<file path="src/rtl/pla_vec_feeder_if.sv">
// pla_vec_feeder_if -- handshake bundle for pla_vec_feeder.
//   in_valid/in_ready/in_vec : single-vector request channel (master -> slave)
//   out_valid/out_ready      : result channel (slave -> master)
//   out_vec/out_y/out_par    : result payload (vector, sampled y0, parity)
// NBITS must match the NBITS of the attached pla_vec_feeder.
interface pla_vec_feeder_if #(
  parameter int unsigned NBITS = 17
);
  logic             in_valid;
  logic             in_ready;
  logic [NBITS-1:0] in_vec;
  logic             out_valid;
  logic             out_ready;
  logic [NBITS-1:0] out_vec;
  logic             out_y;
  logic             out_par;

  modport master (
    output in_valid, in_vec, out_ready,
    input  in_ready, out_valid, out_vec, out_y, out_par
  );

  modport slave (
    input  in_valid, in_vec, out_ready,
    output in_ready, out_valid, out_vec, out_y, out_par
  );
endinterface

</file>
<file path="src/rtl/pla_vec_feeder.sv">
// pla_vec_feeder -- drives input vectors to a combinational PLA cube stage
// and samples its y0 output, either one requested vector at a time or as an
// exhaustive sweep of all 2^NBITS vectors.
// Ports:
//   clk, rst  : clock, synchronous active-high reset
//   start     : request an exhaustive sweep (honoured only in IDLE)
//   bus       : pla_vec_feeder_if.slave (single-vector request + result)
//   x         : registered vector to cube inputs x0..x(NBITS-1)
//   y0        : combinational cube output returned from downstream
//   busy      : high whenever not IDLE
//   done      : one-cycle pulse in FIN at the end of a sweep
//   hit_cnt   : saturating count of sampled y0==1 events
// Build option: define PLA_FEEDER_PARITY_EN to drive out_par as the even
// parity of {out_vec, out_y}; otherwise out_par is tied to 0.
module pla_vec_feeder #(
  parameter int unsigned NBITS = 17
) (
  input  logic               clk,
  input  logic               rst,
  input  logic               start,
  pla_vec_feeder_if.slave    bus,
  output logic [NBITS-1:0]   x,
  input  logic               y0,
  output logic               busy,
  output logic               done,
  output logic [NBITS:0]     hit_cnt
);

  typedef enum logic [2:0] {
    IDLE,
    SAMPLE,
    EMIT,
    SWEEP,
    FIN
  } state_e;

  localparam logic [NBITS-1:0] X_ONE   = NBITS'(1);
  localparam logic [NBITS:0]   HIT_ONE = (NBITS + 1)'(1);

  state_e           state_q;
  logic [NBITS-1:0] x_q;
  logic [NBITS-1:0] out_vec_q;
  logic             out_y_q;
  logic             out_valid_q;
  logic             done_q;
  logic [NBITS:0]   hit_cnt_q;
`ifdef PLA_FEEDER_PARITY_EN
  logic             out_par_q;
`endif

  always_ff @(posedge clk) begin
    if (rst) begin
      state_q     <= IDLE;
      x_q         <= '0;
      out_vec_q   <= '0;
      out_y_q     <= 1'b0;
      out_valid_q <= 1'b0;
      done_q      <= 1'b0;
      hit_cnt_q   <= '0;
`ifdef PLA_FEEDER_PARITY_EN
      out_par_q   <= 1'b0;
`endif
    end else begin
      case (state_q)
        IDLE: begin
          done_q <= 1'b0;
          // start has priority; a coincident in_valid is left unaccepted
          if (start) begin
            state_q   <= SWEEP;
            x_q       <= '0;
            hit_cnt_q <= '0;
          end else if (bus.in_valid) begin
            state_q <= SAMPLE;
            x_q     <= bus.in_vec;
          end
        end
        SAMPLE: begin
          out_vec_q   <= x_q;
          out_y_q     <= y0;
          out_valid_q <= 1'b1;
`ifdef PLA_FEEDER_PARITY_EN
          out_par_q   <= ^{x_q, y0};
`endif
          if (y0 && (hit_cnt_q != '1)) hit_cnt_q <= hit_cnt_q + HIT_ONE;
          state_q <= EMIT;
        end
        EMIT: begin
          if (bus.out_ready) begin
            out_valid_q <= 1'b0;
            state_q     <= IDLE;
          end
        end
        SWEEP: begin
          if (y0 && (hit_cnt_q != '1)) hit_cnt_q <= hit_cnt_q + HIT_ONE;
          // last vector is sampled at all-ones; x stops there instead of wrapping
          if (x_q == '1) begin
            state_q <= FIN;
            done_q  <= 1'b1;
          end else begin
            x_q <= x_q + X_ONE;
          end
        end
        FIN: begin
          done_q  <= 1'b0;
          state_q <= IDLE;
        end
        default: state_q <= IDLE;
      endcase
    end
  end

  assign x             = x_q;
  assign busy          = (state_q != IDLE);
  assign done          = done_q;
  assign hit_cnt       = hit_cnt_q;
  assign bus.in_ready  = (state_q == IDLE) && !start;
  assign bus.out_valid = out_valid_q;
  assign bus.out_vec   = out_vec_q;
  assign bus.out_y     = out_y_q;
`ifdef PLA_FEEDER_PARITY_EN
  assign bus.out_par   = out_par_q;
`else
  assign bus.out_par   = 1'b0;
`endif

endmodule

</file>
<file path="src/flat_wrapper.sv">
// flat-port wrapper written by rule: the top's interface ports become plain ports
module pla_vec_feeder_flat 
#(
  parameter int unsigned NBITS = 17
)
  (clk, rst, start, x, y0, busy, done, hit_cnt, bus_in_valid, bus_in_vec, bus_out_ready, bus_in_ready, bus_out_valid, bus_out_vec, bus_out_y, bus_out_par);
  pla_vec_feeder_if #(.NBITS(NBITS)) bus_i ();
  input  logic clk;
  input  logic rst;
  input  logic start;
  output logic [NBITS-1:0] x;
  input  logic y0;
  output logic busy;
  output logic done;
  output logic [NBITS:0] hit_cnt;
  input wire logic [$bits(bus_i.in_valid)-1:0] bus_in_valid;
  input wire logic [$bits(bus_i.in_vec)-1:0] bus_in_vec;
  input wire logic [$bits(bus_i.out_ready)-1:0] bus_out_ready;
  output wire logic [$bits(bus_i.in_ready)-1:0] bus_in_ready;
  output wire logic [$bits(bus_i.out_valid)-1:0] bus_out_valid;
  output wire logic [$bits(bus_i.out_vec)-1:0] bus_out_vec;
  output wire logic [$bits(bus_i.out_y)-1:0] bus_out_y;
  output wire logic [$bits(bus_i.out_par)-1:0] bus_out_par;
  assign bus_i.in_valid = bus_in_valid;
  assign bus_i.in_vec = bus_in_vec;
  assign bus_i.out_ready = bus_out_ready;
  assign bus_in_ready = bus_i.in_ready;
  assign bus_out_valid = bus_i.out_valid;
  assign bus_out_vec = bus_i.out_vec;
  assign bus_out_y = bus_i.out_y;
  assign bus_out_par = bus_i.out_par;
  pla_vec_feeder #(.NBITS(NBITS)) u_core (.clk(clk), .rst(rst), .start(start), .bus(bus_i), .x(x), .y0(y0), .busy(busy), .done(done), .hit_cnt(hit_cnt));
endmodule
</file>
<file path="config.mk">
export PLATFORM = sky130hd
export DESIGN_NAME = pla_vec_feeder_flat
export DESIGN_NICKNAME = d
export VERILOG_FILES = /design/src/rtl/pla_vec_feeder_if.sv /design/src/rtl/pla_vec_feeder.sv /design/src/flat_wrapper.sv
export SDC_FILE = /design/constraint.sdc
export NUM_CORES = 1
export LEC_CHECK = 0
export BUFFER_PORTS_ARGS = -buffer_cell sky130_fd_sc_hd__buf_2
export CORE_ASPECT_RATIO = 0.9
export CORE_MARGIN = 2
export CORE_UTILIZATION = 56
export DETAILED_ROUTE_END_ITERATION = 12
export PLACE_DENSITY = 0.86
export SLEW_MARGIN = 20
export SYNTH_ARGS = -nofsm -noshare
export SYNTH_HDL_FRONTEND = slang
export SYNTH_SLANG_ARGS = --single-unit
</file>
<file path="constraint.sdc">
create_clock -name clk -period 3.85 [get_ports clk]
set_clock_uncertainty 0.05 [all_clocks]
set_input_delay 0.5775 -clock clk [delete_from_list [all_inputs] [get_ports clk]]
set_output_delay 0.5775 -clock clk [all_outputs]
set_load 0.01 [all_outputs]
</file>
==> flow_metrics.tcl <==
set metrics [dict create \
    outcome "completed" \
    ant_nets 0 \
    ys.flop_type "dfxtp_1" \
    worstSetupPathDepth 11 \
    r2r_setup_slack_ns 1.11 \
    syn_to_final_growth_pct 18.09 \
    power_frac_comb_pct 16.0 \
    whs_endpoint "u_core.bus.out_vec[6]" \
    hpwl_mm 5.704 \
    synth_edf_count 0 \
    holdPathStages 2 \
    leakage_nw 1.443 \
    grt_setup_unrepaired "false" \
    cts_buffers 9 \
    design_area_mm2 0.003545 \
    tightest_slew_ns 0.9653 \
    setup_tns_ns 0 \
    critPathRequiredTime_ns 4.04 \
    antenna_found_initial 0 \
    cts_tree "done" \
    r2r_start "u_core.x[0]" \
    dp.cells 517 \
    min_period_over_period_pct 71.13 \
    cts-resized-gates 0 \
    layout-drive-gt1-share_pct 22.58 \
    track_usage_pct 29.21 \
    final_cells 532 \
    start_util_pct 57.46 \
    ios 81 \
    final-max-slew-violation-count 0 \
    drt_iter0_markers 264 \
    cp_cell_sequence "ha_1, nand3_1, nor2_1, nand2_1, nor2_1, ha_1, nand3b_1, o31ai_1, and2_1, o21ai_0, a221oi_1" \
    num_rows 25 \
    irDropWorstVdd_uv 338.8 \
    grt_pass1_wl_mm 13.42 \
    synth_area_mm2 0.003002 \
    critical_path_arrival_ns 2.93 \
    yosysWarnings 0 \
    cap_violations 0 \
    path_buf_inv 0 \
    ys_ff_latch 58 \
    drc 0 \
    fp.coreArea_mm2 0.005224 \
    criticalPathCategory "flip-flop to flip-flop" \
    setup_violations 0 \
    cts.sinks 58 \
    ys_types 57 \
    critical_path.top_delay_family "simple AND/OR/NAND/NOR gates" \
    cp-end-kind "flip-flop" \
    syn_area_per_cell_um2 7.638 \
    grt_pass1_vias 2865 \
    ctsHoldBuffers 0 \
    p_int_mw 0.9322 \
    cp_max_fo 18 \
    netlist_instances 393 \
    swShare_pct 30.82 \
    post_cts_buffers 0 \
    overflow 0 \
    antennaDiodeCount 0 \
    async_reset_ff_share_pct 0 \
    clock-root-buffer "clkbuf_8" \
    via_count 3254 \
    fin_ws_ns 1.112 \
    clk_pin_slew_ns 0.06 \
    ys_seq_area_share_pct 38.68 \
    clkPwrFrac_pct 34.2 \
    slowest_delay_ns 0.60 \
    grt_max_degree 53 \
    gp_congestion 0.8935 \
    synth_fp_nets 419 \
    p_per_area_mw_per_mm2 380.1 \
    fp.dieH_um 73.46 \
    wl_mm 8.208 \
    insertion_delay_ns 0.35 \
    pre_cts_slack_ns 1.153 \
    hold_viol_final 0 \
    max-slew-margin-rel_pct 35.41 \
    wl_per_cell_um 15.43 \
    fin_crit_ns 2.738 \
    place_area_mm2 0.003391 \
    h-tree-depth 3 \
    finalNetCount 487 \
    r2r_cells 11 \
    max_freq_mhz 365.2 \
    firstDrtPassIters 5 \
    die_w_um 81.17 \
    design.die.area_mm2 0.005962 \
    clock_path_buffers 2 \
    io_buffers 79 \
    slowest_stage "and2_1" \
    startpoint_type "flip-flop" \
    min-delay-start "u_core.bus.out_vec[6]" \
    viasPerCell 6.117 \
    r2r_end "u_core.x[3]" \
    p_sw_mw 0.4152 \
    seq_power_share_pct 49.8 \
    holdCritPathClass "flip-flop to flip-flop" \
]
sequential cells by signal, indices dropped and copies added, names as in the netlist:
name and flops:
u_core.bus.out_valid 1, u_core.state_q 3, u_core.bus.out_y 1, u_core.bus.out_vec 17, u_core.done 1, u_core.hit_cnt 18
u_core.x 17
tightest hold or removal path, delay by kind of cell, from the launching register on:
family	cells	cell delay, ns
flops	1	0.30
simple gates	1	0.05
compound gates	1	0.05
power by group through the flow:
stage          logic, mW  registers [mW]  clock network [mW]
2_1_floorplan      0.140           0.681                   0
3_3_place_gp       0.208           0.681                   0
3_5_place_dp       0.214           0.683                   0
4_1_cts            0.215           0.669               0.465
5_1_grt            0.240           0.676               0.493
6_report           0.216           0.671               0.461
cell type report:
class	instances	area, um^2
clock inverters	4	20.02
clock buffers	11	131.4
well taps	67	83.83
flip-flops and latches	58	1161
repair buffers	81	410.4
multi-input cells	301	1700
inverters	10	37.54
fillers	473	1679
logic make-up (layout without fill, tap and decap cells):
family / count (synthesis) / after routing / share of synthesized area (%)
simple gates: 180 / 180 / 29.39
compound gates: 107 / 107 / 22.51
flops: 58 / 58 / 38.68
buf+inv: 34 / 106 / 4.752
mux: 7 / 7 / 2.418
fa+ha+maj: 3 / 3 / 1.251
xor+xnor: 3 / 3 / 0.8755
other cells: 1 / 1 / 0.1249
Yosys cell counts (5+ instances only):
master | instances | area [um^2]
nand2_1 | 77 | 289.0
dfxtp_1 | 58 | 1161
a21oi_1 | 43 | 215.2
nor2_1 | 34 | 127.6
nand3_1 | 16 | 80.08
clkbuf_1 | 14 | 52.55
o21ai_0 | 13 | 65.06
a31oi_1 | 10 | 62.56
inv_1 | 10 | 37.54
nor3_1 | 10 | 50.05
buf_2 | 9 | 45.04
nand4_1 | 9 | 56.30
a221oi_1 | 7 | 61.31
nor4_1 | 6 | 37.54
o21ai_1 | 6 | 30.03
mux2i_1 | 5 | 50.05
layout by cell type, fill, tap and decap left out, drive strengths merged, types with 4 or more instances in the layout:
master	instances
a211oi	4
a21oi	43
a221oi	7
a31oi	10
buf	81
clkbuf	11
clkinv	4
dfxtp	58
inv	10
mux2i	5
nand2	77
nand3	16
nand3b	4
nand4	11
nor2	34
nor3	10
nor4	7
o21ai	20
metrics by stage:
step / hold WS, ns / total power [mW] / util (%)
after detailed placement: 0.3964 / 0.8964 / 64.91
after CTS: 0.4024 / 1.349 / 67.81
after global routing: 0.4155 / 1.409 / 67.86
after floorplan: 0.4305 / 0.8206 / -
final: 0.4034 / 1.347 / 67.86
after global placement: 0.3905 / 0.8891 / 64.91
metal layers:
metal	vias up	GRT usage [%]	share of wire, %
li1	1559	-	-
met1	1533	39.25	44
met2	146	43.89	46
met3	16	10.07	8.2
met4	0	9.793	2.0
met5	-	0	0
worst max path at each step:
stage / endpoint / from
3_5_place_dp: u_core.x[3] / u_core.x[0]
6_report: u_core.x[3] / u_core.x[0]
2_1_floorplan: u_core.x[3] / u_core.x[0]
5_1_grt: u_core.x[3] / u_core.x[0]
3_3_place_gp: u_core.x[3] / u_core.x[0]
4_1_cts: u_core.x[3] / u_core.x[0]
Note: power is estimated with default switching activity, not from simulation.
